===== src/rtl/serial_adder_ctrl_if.sv =====
// Request/result bundle for the bit-serial adder controller.
// The sub field exists only when SERIAL_ADDER_SUB_EN is defined.
interface serial_adder_ctrl_if #(
  parameter int WIDTH = 8
);
  logic             start;
  logic [WIDTH-1:0] a;
  logic [WIDTH-1:0] b;
  logic             cin;
`ifdef SERIAL_ADDER_SUB_EN
  logic             sub;
`endif
  logic             busy;
  logic             done;
  logic [WIDTH-1:0] sum;
  logic             cout;

  modport master (
    output start, a, b,
`ifdef SERIAL_ADDER_SUB_EN
    output sub,
`endif
    output cin,
    input  busy, done, sum, cout
  );

  modport slave (
    input  start, a, b,
`ifdef SERIAL_ADDER_SUB_EN
    input  sub,
`endif
    input  cin,
    output busy, done, sum, cout
  );
endinterface


===== src/rtl/serial_adder_ctrl.sv =====
// Bit-serial adder: one full-adder cell, LSB first, one bit per clock.
// Optional subtract mode enabled by defining SERIAL_ADDER_SUB_EN.
module serial_adder_ctrl #(
  parameter int WIDTH = 8
) (
  input logic             clk,
  input logic             rst_n,
  serial_adder_ctrl_if.slave io
);
  localparam int CW = $clog2(WIDTH + 1);

  typedef enum logic [1:0] {
    IDLE = 2'd0,
    RUN  = 2'd1,
    DONE = 2'd2
  } state_t;

  state_t           state;
  state_t           state_nxt;
  logic [WIDTH-1:0] ra;
  logic [WIDTH-1:0] rb;
  logic [WIDTH-1:0] sum_q;
  logic             carry;
  logic             cout_q;
  logic [CW-1:0]    cnt;
  logic             sub_l;
  logic             s;
  logic             co;
  logic             last;
  logic             accept;

`ifdef SERIAL_ADDER_SUB_EN
  assign sub_l = io.sub;
`else
  assign sub_l = 1'b0;
`endif

  assign s      = ra[0] ^ rb[0] ^ carry;
  assign co     = (ra[0] & rb[0]) | (rb[0] & carry) | (ra[0] & carry);
  assign last   = (cnt == CW'(WIDTH - 1));
  assign accept = (state == IDLE) && io.start;

  always_ff @(posedge clk or negedge rst_n) begin
    if (!rst_n) state <= IDLE;
    else        state <= state_nxt;
  end

  always_comb begin
    state_nxt = state;
    unique case (state)
      IDLE:    if (io.start) state_nxt = RUN;
      RUN:     if (last) state_nxt = DONE;
      DONE:    state_nxt = IDLE;
      default: state_nxt = IDLE;
    endcase
  end

  always_ff @(posedge clk or negedge rst_n) begin
    if (!rst_n) begin
      ra     <= '0;
      rb     <= '0;
      sum_q  <= '0;
      carry  <= 1'b0;
      cout_q <= 1'b0;
      cnt    <= '0;
    end else begin
      unique case (1'b1)
        accept: begin
          ra     <= io.a;
          rb     <= sub_l ? ~io.b : io.b;
          carry  <= sub_l ? 1'b1 : io.cin;
          sum_q  <= '0;
          cout_q <= 1'b0;
          cnt    <= '0;
        end
        (state == RUN): begin
          sum_q <= {s, sum_q[WIDTH-1:1]};
          ra    <= ra >> 1;
          rb    <= rb >> 1;
          carry <= co;
          cnt   <= cnt + CW'(1);
          // final carry goes straight to cout on the last bit
          if (last) cout_q <= co;
        end
        default: ;
      endcase
    end
  end

  assign io.busy = (state == RUN);
  assign io.done = (state == DONE);
  assign io.sum  = sum_q;
  assign io.cout = cout_q;
endmodule


===== src/flat_wrapper.sv =====
// flat-port wrapper written by rule: the top's interface ports become plain ports
module serial_adder_ctrl_flat 
#(
  parameter int WIDTH = 8
)
  (clk, rst_n, io_start, io_a, io_b, io_cin, io_busy, io_done, io_sum, io_cout);
  serial_adder_ctrl_if #(.WIDTH(WIDTH)) io_i ();
  input logic clk;
  input logic rst_n;
  input wire logic [$bits(io_i.start)-1:0] io_start;
  input wire logic [$bits(io_i.a)-1:0] io_a;
  input wire logic [$bits(io_i.b)-1:0] io_b;
  input wire logic [$bits(io_i.cin)-1:0] io_cin;
  output wire logic [$bits(io_i.busy)-1:0] io_busy;
  output wire logic [$bits(io_i.done)-1:0] io_done;
  output wire logic [$bits(io_i.sum)-1:0] io_sum;
  output wire logic [$bits(io_i.cout)-1:0] io_cout;
  assign io_i.start = io_start;
  assign io_i.a = io_a;
  assign io_i.b = io_b;
  assign io_i.cin = io_cin;
  assign io_busy = io_i.busy;
  assign io_done = io_i.done;
  assign io_sum = io_i.sum;
  assign io_cout = io_i.cout;
  serial_adder_ctrl #(.WIDTH(WIDTH)) u_core (.clk(clk), .rst_n(rst_n), .io(io_i));
endmodule

===== config.mk =====
export PLATFORM = sky130hd
export DESIGN_NAME = serial_adder_ctrl_flat
export DESIGN_NICKNAME = d
export VERILOG_FILES = /design/src/rtl/serial_adder_ctrl_if.sv /design/src/rtl/serial_adder_ctrl.sv /design/src/flat_wrapper.sv
export SDC_FILE = /design/constraint.sdc
export NUM_CORES = 1
export LEC_CHECK = 0
export ABC_AREA = 1
export CORE_UTILIZATION = 45
export DETAILED_ROUTE_END_ITERATION = 16
export PLACE_DENSITY = 0.75
export SLEW_MARGIN = 10
export SYNTH_ARGS = -nofsm -noshare
export SYNTH_HDL_FRONTEND = slang
export SYNTH_SLANG_ARGS = --single-unit

===== constraint.sdc =====
create_clock -name clk -period 1.1 [get_ports clk]
set_input_delay 0.22 -clock clk [delete_from_list [all_inputs] [get_ports clk]]
set_output_delay 0.22 -clock clk [all_outputs]
set_load 0.005 [all_outputs]

# Yosys cells after proc, flatten, opt, wreduce, memory -nomap -nowiden
# Cells that the tools add are included.
[totals] input_bits=20 wordCells=35 ff_bits=32 output_inout_bits=11
[classes] addsub=1 bitwise=7 n_mux=10 n_eq_ne=5 n_reduce_logical=5
[ops] op="case mux 8 bit (2 select lines)" count=3
[ops] op="case mux 4 bit (2 select lines)" count=1
[ops] op="adder 4 x 1 -> 4 bit, second input constant" count=1
[ops] op="== test 4 x 3 -> 1 bit, second input constant" count=1
[ops] op="2-to-1 mux 2 bit" count=2
[ops] op="case mux 1 bit (2 select lines)" count=2
[ops] op="case mux 2 bit (2 select lines)" count=1
[ops] op="AND reduction 2 bit" count=2
[ops] op="AND 1 bit" count=3
[ops] op="== test 2 x 1 -> 1 bit, second input constant" count=1
[ops] op="== test 2 bit, second input constant" count=1
[ops] op="zero test 2 bit" count=1
[ops] op="inequality test 2 x 1 -> 1 bit, second input constant" count=1
[ops] op="inequality test 2 bit, second input constant" count=1
[ops] op="OR 1 bit" count=2
[ops] op="nonzero test 2 bit" count=1
[ops] op="XOR 1 bit" count=2
[ops] op="logical AND 1 bit" count=1
[ops] op="2-to-1 mux 1 bit" count=1

# Depth between registers and ports, before layout
[depth] ltp_word=5 depth_mapped=7 depth_no_buf=7

# Least setup slack after synthesis
# Ideal clock, no wire load.
[synth_path] path_type="register to register" startpoint="register u_core.carry" endpoint="register u_core.carry" arrival_ps=1018 synth_period_minus_slack_ps=1083 stages_incl_launch_ff=8 path_slack_ps=17 setup_ps=65 cell_sequence="dfrtp_1 > inv_1 > fa_1 > inv_1 > nand2_1 > nand2_1 > nand2_1 > nand2_1"
[synth_between] elab_chain_len=4
[synth_lines] item="start, declared" line_no="serial_adder_ctrl.sv:23" text="logic carry;"
[synth_lines] item="start signal, assigned" line_no="serial_adder_ctrl.sv:71" text="carry <= sub_l ? 1'b1 : io.cin;"
[synth_lines] item="start signal, assigned" line_no="serial_adder_ctrl.sv:80" text="carry <= co;"
[synth_lines] item="AND 1 bit" line_no="serial_adder_ctrl.sv:39" text="assign co = (ra[0] & rb[0]) | (rb[0] & carry) | (ra[0] & carry);"
[synth_lines] item="OR 1 bit" line_no="serial_adder_ctrl.sv:39"
[synth_lines] item="OR 1 bit (*)" line_no="serial_adder_ctrl.sv:39"
[synth_lines] item="case mux 1 bit (2 select lines) (*)" line_no="serial_adder_ctrl.sv:67" text="unique case (1'b1)"
# Mark *: on every way between the ends. The rest lies on a longest branch, timed or not.
# A chain may end at the register's enable or synchronous reset.

# Worst setup path after layout
[layout_path] startpoint="register u_core.state[1]" endpoint="output port io_done"
[layout_between] elab_chain_len=1
[layout_lines] item="start, declared" line_no="serial_adder_ctrl.sv:18" text="state_t state;"
[layout_lines] item="start signal, assigned" line_no="serial_adder_ctrl.sv:45" text="else state <= state_nxt;"
[layout_lines] item="== test 2 bit" line_no="serial_adder_ctrl.sv:91" text="assign io.done = (state == DONE);"
[layout_lines] item="end, declared" line_no="flat_wrapper.sv:15" text="output wire logic [$bits(io_i.done)-1:0] io_done;"
# Every way passes these cells.

==> metrics.yaml <==
worstSetupStartpointType: "flip-flop"
p_int_mw: 3.43
synth_top_area_cell: "dfrtp_1"
yosysSeqAreaShare_pct: 54.4
sw_frac_of_total_pct: 38.0
utilization_pct: 71.2
drc: 0
dp_hpwl_um: 2210
synth_edf_count: 0
worstPathCellList: "buf_6 > inv_6 > nor2_4 > buf_2"
fp.dieArea_sq_um: 3510
slew_headroom_pct: 80.7
max_stage_delay_ns: 0.42
crit_family: "flip-flops"
place_ws_ns: -0.206
grt_use_total_pct: 24.7
period_minus_slack_ns: 1.32
p_comb_share_pct: 51.7
place_congestion: 0.751
antenna_found_initial: 0
hold_viol_final: 0
synth_commonest_cells: "61 x nand2_1, 45 x nand3_1, 32 x dfrtp_1"
rows: 20
drv_cap: 0
clock.fmax_mhz: 760
dr.pass1.iters: 4
die_h_um: 59.2
leakagePower_nw: 1.13
n_fill_cell: 216
area_delta_synth_final_pct: 48.9
p_seq_share_pct: 35.3
path_buf_inv: 3
num_antenna_cells: 0
finalClockSkew_ns: 0.00720
ir_drop_mv: 1.07
final_antenna_net_count: 0
async_flop_share_pct: 100
worst-endpoint-required_ns: 0.88
ios: 31
cts_buffer_depth: 2
grt_pass1_wl_um: 6260
htreeDepth: 2
synth.cell_area_sq_um: 1470
synth.most_common_cell: "nand2_1"
grt_use_met2_pct: 37.4
holdWs_ns: 0.228
cts_tree: "done"
drive_above_1_share_pct: 26.8
pwr-share-clk_pct: 13.1
slowest_stage: "dfrtp_1"
failed_checks: "setup timing"
yosysTopAreaCellShare_pct: 54.4
core_sq_um: 3080
status: "finished, violations left"
num_vias: 1470
arrival_ns: 1.10
avgRoutedWirePerCell_um: 14.0
power.density_nw_per_um2: 2530
port_buffers: 30
setup_ws_ns: -0.215
syn_avg_cell_area_sq_um: 8.61
synth_top_cells_by_area: "dfrtp_1 54%, nand2_1 16%, nand3_1 15%"
grt_use_met1_pct: 30.7
drt-initial-drc-count: 81
die_w_um: 59.2
rsz0062_at_grt: "true"
clk_latency_ns: 0.34
grt_max_degree: 33
worst_pin_slew_ns: 0.288
vias_per_cell: 5.27
crit_type: "reg2out"
ys.warnings.count: 0
switching_power_mw: 2.11
grt_use_met3_pct: 5.68
path_clk_slew_ns: 0.10
syn_nets: 193
ys.flop_type: "dfrtp_1"
post-route-period-util_pct: 120
numCtsBuffers: 5
busiest_layer: "met2"
syn_inst: 171
fin_nets: 256
hold_path.class: "in2async"
wl_um: 3910
critPathCaptureType: "primary output"
cp_max_fo: 2
cts_root_buffer: "clkbuf_4"
final-setup-viol-count: 35
grt_overflow: 0
ys_types: 16
synth_seq_cells: 32
clock-sinks: 32
grt_pass1_vias: 1419
slew_violations: 0
start_util_pct: 47.8
power groups by stage:
stage               Clock [mW]  Sequential [mW]  Combinational [mW]
finish                   0.724             1.95                2.86
global route             0.770             2.01                3.10
CTS                      0.714             1.92                2.64
detailed placement           0             1.97                2.26
global placement             0             1.94                2.17
floorplan                    0             1.96                1.21
cells in the final DEF, fill, tap and decap left out, drive strengths merged:
master / n
dfrtp: 32
nand2: 62
inv: 9
buf: 46
nor2: 4
clkbuf: 8
fa: 1
nand3: 47
nand4: 2
clkdlybuf4s50: 19
o21ai: 4
ha: 1
layer usage:
layer / up-vias / share of wire [%] / wire length, um
met5: - / 0 / 0
met4: 0 / 3.4 / 131
met3: 16 / 5.8 / 227
met2: 64 / 52 / 2050
met1: 708 / 38 / 1500
li1: 682 / - / -
state kept, by name, summed over array words and instances, names as in the netlist:
name	flops
u_core.state	2
u_core.io.sum	8
u_core.rb	8
u_core.io.cout	1
u_core.cnt	4
u_core.ra	8
u_core.carry	1
area by class of cell:
class | count | area (sq um) | area share, %
Timing Repair Buffer | 65 | 617 | 28.1
Sequential cell | 32 | 801 | 36.5
Tap cell | 44 | 55.1 | 2.51
Inverter | 9 | 46.3 | 2.11
Clock buffer | 8 | 58.8 | 2.68
Multi-Input combinational cell | 121 | 614 | 28.0
metrics by stage:
| step | power (mW) | area, sq um | TNS [ns] | std cells |
|---|---|---|---|---|
| 3_5_place_dp | 4.23 | 1940 | -5.21 | 255 |
| 6_report | 5.54 | 2190 | -4.70 | 279 |
| 5_1_grt | 5.88 | 2190 | -6.20 | 279 |
| 3_3_place_gp | 4.11 | 1940 | -4.62 | 255 |
| 4_1_cts | 5.27 | 2140 | -3.79 | 274 |
| 2_1_floorplan | 3.17 | 1470 | 0 | 171 |
worst paths after layout:
| check | start | end | slack (ns) | depth (start not counted) |
|---|---|---|---|---|
| max | u_core.state[1] | io_done | -0.22 | 4 |
| min | rst_n | u_core.io.sum[3] | 0.23 | 2 |
| max reg2reg | u_core.state[1] | u_core.cnt[2] | -0.18 | 7 |
| min reg2reg | u_core.ra[2] | u_core.ra[1] | 0.50 | 2 |
| max in group asynchronous | rst_n | u_core.rb[5] | 0.70 | 2 |
| min in group clk | io_a[7] | u_core.ra[7] | 0.41 | 3 |
cell families (layout without fill, tap and decap cells):
group,after synthesis,count (layout),synth area share [%]
AOI/OAI and AO/OA,4,4,1.36
buffers and inverters,18,82,7.05
DFF,32,32,54.4
adders and majority gates,2,2,2.21
and+or+nand+nor,115,115,35.0
repair_timing:
item,4_1_cts,5_1_grt
hold buffers,0,0
gates resized for setup,64,6
gates cloned,2,0
pin swaps,2,0
setup endpoints to repair,41,42
buffers inserted,9,5
Power figures use the tool's default switching activity.
